## src/rtl/riscv_multicycle_ctrl.sv

```systemverilog
// Main control FSM for a multi-cycle RV32I datapath.
// Sequences fetch/decode/execute/memory/writeback and drives every datapath select and enable.
// Optional performance counters are built when RISCV_CTRL_PERF_CNT_EN is defined.

package riscv_pkg;
    typedef enum logic [3:0] {
        ALU_ADD  = 4'd0,
        ALU_SUB  = 4'd1,
        ALU_SLL  = 4'd2,
        ALU_SLT  = 4'd3,
        ALU_SLTU = 4'd4,
        ALU_XOR  = 4'd5,
        ALU_SRL  = 4'd6,
        ALU_SRA  = 4'd7,
        ALU_OR   = 4'd8,
        ALU_AND  = 4'd9
    } alu_op_e;

    typedef enum logic [2:0] {
        IMM_I = 3'd0,
        IMM_S = 3'd1,
        IMM_B = 3'd2,
        IMM_U = 3'd3,
        IMM_J = 3'd4
    } immediate_type_e;
endpackage

module riscv_multicycle_ctrl
    import riscv_pkg::*;
#(
    parameter int unsigned XLEN = 32
) (
    input  logic            clk,
    input  logic            rst,
    input  logic [6:0]      opcode,
    input  logic [2:0]      funct3,
    input  logic [6:0]      funct7,
    input  logic            br_eq,
    input  logic            br_lt,
    input  logic            br_ltu,
    input  logic            mem_ready,
    output logic            mem_req,
    output logic            mem_we,
    output logic            adr_src,
    output logic            ir_write,
    output logic            pc_write,
    output logic            pc_lsb_clr,
    output logic            reg_write,
    output logic [1:0]      alu_src_a,
    output logic [1:0]      alu_src_b,
    output logic [1:0]      result_src,
    output immediate_type_e imm_src,
    output alu_op_e         alu_ctrl,
    output logic            illegal_instr,
    output logic            instr_done,
    output logic [XLEN-1:0] cycle_cnt,
    output logic [XLEN-1:0] instret_cnt
);

    localparam logic [6:0] OpLoad   = 7'b0000011;
    localparam logic [6:0] OpStore  = 7'b0100011;
    localparam logic [6:0] OpReg    = 7'b0110011;
    localparam logic [6:0] OpImm    = 7'b0010011;
    localparam logic [6:0] OpBranch = 7'b1100011;
    localparam logic [6:0] OpJal    = 7'b1101111;
    localparam logic [6:0] OpJalr   = 7'b1100111;
    localparam logic [6:0] OpLui    = 7'b0110111;
    localparam logic [6:0] OpAuipc  = 7'b0010111;

    typedef enum logic [3:0] {
        StFetch, StDecode, StMemAdr, StMemRead, StMemWb, StMemWrite, StExecR, StExecI,
        StAluWb, StBranch, StJal, StJalr, StLink, StLui, StAuipc, StTrap
    } state_e;

    state_e state_q, state_d, decode_next;
    logic   illegal_q;
    logic   taken;

    // funct3 -> ALU op; alt_ok permits funct7[5] to select SUB on funct3=000
    function automatic alu_op_e alu_decode(input logic [2:0] f3, input logic alt,
                                           input logic alt_ok);
        unique case (f3)
            3'b000:  alu_decode = (alt && alt_ok) ? ALU_SUB : ALU_ADD;
            3'b001:  alu_decode = ALU_SLL;
            3'b010:  alu_decode = ALU_SLT;
            3'b011:  alu_decode = ALU_SLTU;
            3'b100:  alu_decode = ALU_XOR;
            3'b101:  alu_decode = alt ? ALU_SRA : ALU_SRL;
            3'b110:  alu_decode = ALU_OR;
            default: alu_decode = ALU_AND;
        endcase
    endfunction

    // Opcode/funct legality check and dispatch target out of DECODE
    always_comb begin
        decode_next = StTrap;
        case (opcode)
            OpLoad:   if (funct3 inside {3'b000, 3'b001, 3'b010, 3'b100, 3'b101})
                          decode_next = StMemAdr;
            OpStore:  if (funct3 <= 3'b010) decode_next = StMemAdr;
            OpReg:    if (funct7 == 7'b0000000 ||
                          (funct7 == 7'b0100000 && (funct3 == 3'b000 || funct3 == 3'b101)))
                          decode_next = StExecR;
            OpImm: begin
                if (funct3 == 3'b001) begin
                    if (funct7 == 7'b0000000) decode_next = StExecI;
                end else if (funct3 == 3'b101) begin
                    if (funct7 == 7'b0000000 || funct7 == 7'b0100000) decode_next = StExecI;
                end else begin
                    decode_next = StExecI;
                end
            end
            OpBranch: if (funct3 != 3'b010 && funct3 != 3'b011) decode_next = StBranch;
            OpJal:    decode_next = StJal;
            OpJalr:   if (funct3 == 3'b000) decode_next = StJalr;
            OpLui:    decode_next = StLui;
            OpAuipc:  decode_next = StAuipc;
            default:  decode_next = StTrap;
        endcase
    end

    // Branch condition from funct3 and comparator flags
    always_comb begin
        case (funct3)
            3'b000:  taken = br_eq;
            3'b001:  taken = !br_eq;
            3'b100:  taken = br_lt;
            3'b101:  taken = !br_lt;
            3'b110:  taken = br_ltu;
            3'b111:  taken = !br_ltu;
            default: taken = 1'b0;
        endcase
    end

    // Next state and combinational control outputs, all forced to 0 during reset
    always_comb begin
        state_d    = state_q;
        mem_req    = 1'b0;
        mem_we     = 1'b0;
        adr_src    = 1'b0;
        ir_write   = 1'b0;
        pc_write   = 1'b0;
        pc_lsb_clr = 1'b0;
        reg_write  = 1'b0;
        alu_src_a  = 2'b00;
        alu_src_b  = 2'b00;
        result_src = 2'b00;
        imm_src    = IMM_I;
        alu_ctrl   = ALU_ADD;
        instr_done = 1'b0;
        unique case (state_q)
            StFetch: begin
                mem_req = 1'b1;
                if (mem_ready) begin
                    ir_write   = 1'b1;
                    pc_write   = 1'b1;
                    alu_src_b  = 2'b10;
                    result_src = 2'b10;
                    state_d    = StDecode;
                end
            end
            StDecode: begin
                alu_src_a = 2'b01;
                alu_src_b = 2'b01;
                imm_src   = (opcode == OpJal) ? IMM_J : IMM_B;
                state_d   = decode_next;
            end
            StMemAdr: begin
                alu_src_a = 2'b10;
                alu_src_b = 2'b01;
                imm_src   = (opcode == OpStore) ? IMM_S : IMM_I;
                state_d   = (opcode == OpStore) ? StMemWrite : StMemRead;
            end
            StMemRead: begin
                mem_req = 1'b1;
                adr_src = 1'b1;
                if (mem_ready) state_d = StMemWb;
            end
            StMemWb: begin
                result_src = 2'b01;
                reg_write  = 1'b1;
                instr_done = 1'b1;
                state_d    = StFetch;
            end
            StMemWrite: begin
                mem_req = 1'b1;
                mem_we  = 1'b1;
                adr_src = 1'b1;
                if (mem_ready) begin
                    instr_done = 1'b1;
                    state_d    = StFetch;
                end
            end
            StExecR: begin
                alu_src_a = 2'b10;
                alu_ctrl  = alu_decode(funct3, funct7[5], 1'b1);
                state_d   = StAluWb;
            end
            StExecI: begin
                alu_src_a = 2'b10;
                alu_src_b = 2'b01;
                alu_ctrl  = alu_decode(funct3, funct7[5], 1'b0);
                state_d   = StAluWb;
            end
            StAluWb: begin
                reg_write  = 1'b1;
                instr_done = 1'b1;
                state_d    = StFetch;
            end
            StBranch: begin
                pc_write   = taken;
                instr_done = 1'b1;
                state_d    = StFetch;
            end
            StJal: begin
                // PC takes the DECODE target while ALUOut picks up the link value
                pc_write  = 1'b1;
                alu_src_a = 2'b01;
                alu_src_b = 2'b10;
                state_d   = StAluWb;
            end
            StJalr: begin
                alu_src_a  = 2'b10;
                alu_src_b  = 2'b01;
                result_src = 2'b10;
                pc_lsb_clr = 1'b1;
                pc_write   = 1'b1;
                state_d    = StLink;
            end
            StLink: begin
                alu_src_a = 2'b01;
                alu_src_b = 2'b10;
                state_d   = StAluWb;
            end
            StLui: begin
                alu_src_a = 2'b11;
                alu_src_b = 2'b01;
                imm_src   = IMM_U;
                state_d   = StAluWb;
            end
            StAuipc: begin
                alu_src_a = 2'b01;
                alu_src_b = 2'b01;
                imm_src   = IMM_U;
                state_d   = StAluWb;
            end
            default: state_d = StTrap;
        endcase
        if (rst) begin
            mem_req    = 1'b0;
            mem_we     = 1'b0;
            adr_src    = 1'b0;
            ir_write   = 1'b0;
            pc_write   = 1'b0;
            pc_lsb_clr = 1'b0;
            reg_write  = 1'b0;
            alu_src_a  = 2'b00;
            alu_src_b  = 2'b00;
            result_src = 2'b00;
            imm_src    = IMM_I;
            alu_ctrl   = ALU_ADD;
            instr_done = 1'b0;
        end
    end

    assign illegal_instr = illegal_q & ~rst;

    // State register and sticky illegal flag
    always_ff @(posedge clk) begin
        if (rst) begin
            state_q   <= StFetch;
            illegal_q <= 1'b0;
        end else begin
            state_q <= state_d;
            if (state_d == StTrap) illegal_q <= 1'b1;
        end
    end

`ifdef RISCV_CTRL_PERF_CNT_EN
    localparam logic [XLEN-1:0] CntOne = XLEN'(1);
    logic [XLEN-1:0] cycle_q, instret_q;

    // Free-running cycle and retired-instruction counters
    always_ff @(posedge clk) begin
        if (rst) begin
            cycle_q   <= '0;
            instret_q <= '0;
        end else begin
            cycle_q <= cycle_q + CntOne;
            if (instr_done) instret_q <= instret_q + CntOne;
        end
    end

    assign cycle_cnt   = cycle_q;
    assign instret_cnt = instret_q;
`else
    assign cycle_cnt   = '0;
    assign instret_cnt = '0;
`endif

endmodule

```

## config.mk

```make
export PLATFORM = sky130hd
export DESIGN_NAME = riscv_multicycle_ctrl
export DESIGN_NICKNAME = d
export VERILOG_FILES = /design/src/rtl/riscv_multicycle_ctrl.sv
export SDC_FILE = /design/constraint.sdc
export NUM_CORES = 1
export LEC_CHECK = 0
export ABC_AREA = 1
export CAP_MARGIN = 20
export CORE_ASPECT_RATIO = 0.5
export CORE_UTILIZATION = 43
export CTS_CLUSTER_DIAMETER = 200
export DETAILED_ROUTE_END_ITERATION = 16
export DONT_BUFFER_PORTS = 1
export PLACE_DENSITY = 0.67
export SLEW_MARGIN = 20
export SYNTH_ARGS = -nofsm -noshare
export SYNTH_HDL_FRONTEND = slang
export SYNTH_SLANG_ARGS = --single-unit
```

## constraint.sdc

```tcl
create_clock -name clk -period 1.72 [get_ports clk]
set_input_delay 0.344 -clock clk [delete_from_list [all_inputs] [get_ports clk]]
set_output_delay 0.344 -clock clk [all_outputs]
set_load 0.05 [all_outputs]
```

# Yosys cells after proc, flatten, opt, wreduce, memory -nomap -nowiden
# Index checks and enable logic that the tools add are counted.
# word_totals
latch_bits	0
romBits	0
inputBits	23
register_bits	5
ramBits	0
mem_count	0
# classes
addsub	0
div_mod_pow	0
n_bitwise	2
n_reduce_logical	23
magnitude_cmp	1
eq_ne	34
mux	50
n_mul	0
n_shift	0
# op_table
operator	count
$pmux W4 S7	2
$mux W4	11
$pmux W4 S9	1
$eq A4 B4 Y1 const B	8
$pmux W4 S8	1
$eq A7 B6 Y1 const B	4
$eq A7 B7 Y1 const B	3
$mux W1	18
$pmux W2 S3	3
$eq A4 B3 Y1 const B	4
$mux W3	5
$eq A7 B5 Y1 const B	2
$eq A3 B3 Y1 const B	4
$reduce_or A6 Y1	2
$reduce_or A2 Y1	5
$pmux W3 S3	1
$eq A4 B2 Y1 const B	2
$mux W2	4
$pmux W4 S2	1
$reduce_or A4 Y1	2
$eq A7 B2 Y1 const B	1
$logic_not A7 Y1	1
$eq A3 B2 Y1 const B	2
$ne A3 B2 Y1 const B	2
other kinds (15)	21

# Logic depth before layout (Yosys ltp)
# depth
ltp_word	8
depth_mapped	12
depth_no_buf	12

# Worst setup path after synthesis
# Ideal clock, no wire load.
# synth_timing
path_type	register -> output
from	register state_q[1]
to	output alu_src_b[1]
t_arrival_ns	1.884
stages_incl_launch_ff	4
setup_slack_ns	-0.508
path_cell_list	dfxtp_1 -> nor2_1 -> nand3_1 -> o21ai_0
# synth_between
elab_chain_cells	4
elab_cells_between_ends	13
classes_between	8 x eq/ne; 2 x mux; 3 x reduce/logical
# synth_rtl
item	line_no	source
from (decl)	75	state_e state_q, state_d, decode_next;
from (signal assigned)	271	state_q <= StFetch;
from (signal assigned)	274	state_q <= state_d;
$eq A4 B3 Y1, or another cell as far along	151	unique case (state_q)
$reduce_or A6 Y1 (no source line) or $reduce_or A2 Y1 (tied branches)	n/a	
$pmux W2 S3 (*)	151	
$mux W2 (*)	249	if (rst) begin
to (decl)	50	output logic [1:0] alu_src_b,
# Mark *: on every way between the ends. The rest lies on a longest branch, timed or not.

# Worst setup path after layout
# layout_timing
from	register state_q[1]
to	output alu_src_b[0]
# The elaborated chain is that of the path after synthesis.

==> flow_summary_export.csv <==
group,metric,value,unit
power_and_ir_drop,ir_drop,0.000472,V
floorplanning,die_height,44.3,microns
routing,drt-total-wl,6.19,mm
sta,hold_viol,0,
logic_synthesis,netlist_top_cells_count,"buf_4 (64), nand2_1 (50), nor2_1 (32), inv_1 (25), nand3_1 (19)",
logic_synthesis,syn_area,0.00154,sq mm
critical_path,cp-start-kind,"register",
logic_synthesis,yosysUniqueCellTypes,29,
floorplanning,rows,14,
logic_synthesis,avgSynthCellArea,5.64,sq um
routing,firstDrtPassIters,5,
cells_and_area,drive_above_1_share,43.0,%
sta,grt_setup_unrepaired,"yes",
logic_synthesis,syn_inst,272,
power_and_ir_drop,power_density,1310,mW/mm^2
floorplanning,dieArea,0.00383,sq mm
clock_tree,htreeDepth,1,
placed_design,finalWeightedCongestion,0.967,
global_routing,grt_pass1_vias,1534,
clock_tree,root_buffer,"clkbuf_8",
cells_and_area,seqCellArea,115,sq um
critical_path,cp_slowest_cell,"dfxtp_4",
logic_synthesis,synth.top_cell.area_share,31.3,%
logic_synthesis,postSynthRegisterBits,5,
floorplanning,start_util,48.2,%
placed_design,place_hpwl,3.42,mm
critical_path,critPathRequiredTime,1380,ps
clock_tree,cts_tree,"done",
floorplanning,io_pins,109,
cells_and_area,num-nets-final,347,
critical_path,critPathMaxStageDelay,380,ps
sta,fmax,502,MHz
clock_tree,cts_buffer_depth,2,
hold_path,hp-class,"input pin to register",
sta,fin_worst_skew,3.25,ps
routing,drt_iter0_drc,195,
clock_tree,cts_sinks,5,
sta,setup_ws,-273,ps
critical_path,crit_family,"buffers and inverters",
logic_synthesis,synth_area_leader_cell,"buf_4",
cells_and_area,nFillCells,199,
global_routing,antenna_found_initial,0,
routing,vias,1981,
cells_and_area,insertedDiodeCount,0,
global_routing,grt-ovfl-total,0,
logic_synthesis,synth_most_common_cell,"buf_4",
logic_synthesis,synthArstFlopShare,0,%
critical_path,crit_buf_inv,4,
critical_path,crit_path_frequent_cell,"nand2_4",
global_routing,grt_max_degree,21,
routing,viasPerCell,5.34,
sta,setup_viol,21,
placed_design,post-place-ws,-91.4,ps
critical_path,critPathCaptureType,"output pin",
floorplanning,fp.coreArea,0.00319,sq mm
outcome,failed_checks,"negative setup slack",
cells_and_area,utilization,75.2,%
sta,post-route-period-util,116,%
global_routing,grt_first_pass_wirelength,7.12,mm
routing,wl_per_cell,16.7,microns
critical_path,worstPathArrival,1650,ps
sta,min_period,1990,ps
logic_synthesis,yosys_warnings,0,
cells_and_area,syn2layout_area_growth,56.2,%
routing,ant_nets,0,
clock_tree,clk_pin_slew_worst_paths,40,ps
outcome,run_status,"complete, but fails checks",
global_routing,grt_usage,24.5,%
critical_path,crit_path_cell_trace,"buf_6 -> nand2_4 -> inv_6 -> nor3_4 -> inv_2 -> nand2_4 -> nor2_2 -> a21oi_4 -> buf_12",
floorplanning,die_x,86.5,microns
power_and_ir_drop,p_leak,0.00114,uW
logic_synthesis,synth-main-ff-cell,"dfxtp_1",
cells_and_area,multi_input_area,0.00141,sq mm
logic_synthesis,synth_edf_count,0,
logic_synthesis,synth-seq-area-share,6.52,%
critical_path,ff2ff_setup_slack,70,ps
clock_tree,cts-hold-fix-buffers,0,
critical_path,path_max_fanout,6,
placed_design,io_buffers,0,
critical_path,path_class,"register to output pin",
clock_tree,clk_latency,230,ps
flow_run,cap_violations,0,
sta,finalMaxSlewViolations,0,
logic_synthesis,synth_area_leaders,"buf_4 (31%), nand2_1 (12%), nor2_1 (7.8%)",
clock_tree,cts_buffers,3,
routing,drc_errors,0,
[cell usage in the layout (no fill, tap or decap), types with 2 or more instances in the layout]
cell,Yosys,final
nand2_2,7,7
a31oi_4,0,3
nor2_1,32,19
nor2_2,8,6
o21ai_0,5,2
inv_1,25,15
dfxtp_4,0,4
buf_12,0,14
o21ai_1,2,3
a21oi_1,16,11
clkbuf_8,0,3
nand2_1,50,43
nor2_4,2,17
nand3_1,19,17
nand2_4,0,7
nor3_4,0,3
o21ai_2,1,2
nand4_1,2,2
buf_4,64,22
inv_4,0,6
nand3_4,0,2
conb_1,1,64
a21oi_4,0,4
inv_2,11,14
buf_6,0,15
o22ai_2,0,2
[worst reg2reg max path, stage by stage, from the launching register on]
cell and delay, ps:
dfxtp_4 370, nor2_4 150, inv_2 80, buf_12 150
nor2_8 150, nand3_4 100, buf_4 150, o211ai_2 70
nand2_2 70, nand2_2 110, nand2_2 60, o21ai_2 120
[flip-flops by register name (all words and copies together), names as in the netlist]
signal and count:
state_q 4, illegal_q 1
[worst paths after layout]
| kind | from | end | depth (start not counted) |
|---|---|---|---|
| max | state_q[1]$_SDFF_PP0_ | alu_src_b[0] | 9 |
| min | rst | state_q[1]$_SDFF_PP0_ | 1 |
| max reg2reg | state_q[2]$_SDFF_PP0_ | illegal_q$_SDFFE_PP0N_ | 11 |
| min reg2reg | illegal_q$_SDFFE_PP0N_ | illegal_q$_SDFFE_PP0N_ | 2 |
[power breakdown]
group          total (uW)  switching [uW]  internal (uW)
Clock                 242            80.5            161
Combinational        2600            1670            927
Sequential            288             111            178
[stage by stage]
stage	instances	hold slack, ps	area, sq um	TNS (ps)	total power [uW]
floorplan	335	428	1880	-454	1560
global placement	347	417	1850	0	1980
detailed placement	347	420	1850	-132	2010
CTS	358	178	2100	-1150	2530
global route	371	172	2400	-2960	3200
finish	371	179	2400	-2430	3130
[layer usage]
metal	global-route usage (%)	wire [microns]	vias up
li1	-	-	843
met1	29.8	2250	868
met2	44.0	2700	223
met3	3.73	874	47
met4	11.3	365	0
met5	0	0	-
[what timing repair did]
action | in CTS | in global routing
hold endpoints to repair | 0 | 0
pin swaps | 10 | 17
setup endpoints to repair | 18 | 20
buffers inserted | 7 | 13
resized for setup | 49 | 49
cloned | 0 | 0
[layout make-up]
cell class	instances	share of cell area [%]
inverter	36	6.47
multi-input combinational	227	58.7
tap	48	2.51
timing repair buffer	51	25.6
sequential	5	4.80
clock buffer	4	1.88
[kinds of logic after synthesis]
logic type	after synthesis	synth area share [%]
flip-flops	5	6.52
other	1	0.244
AO/OA/AOI/OAI	36	13.9
AND/OR/NAND/NOR	127	38.4
buffers and inverters	103	40.9
Note: power is estimated with default switching activity, not from simulation.
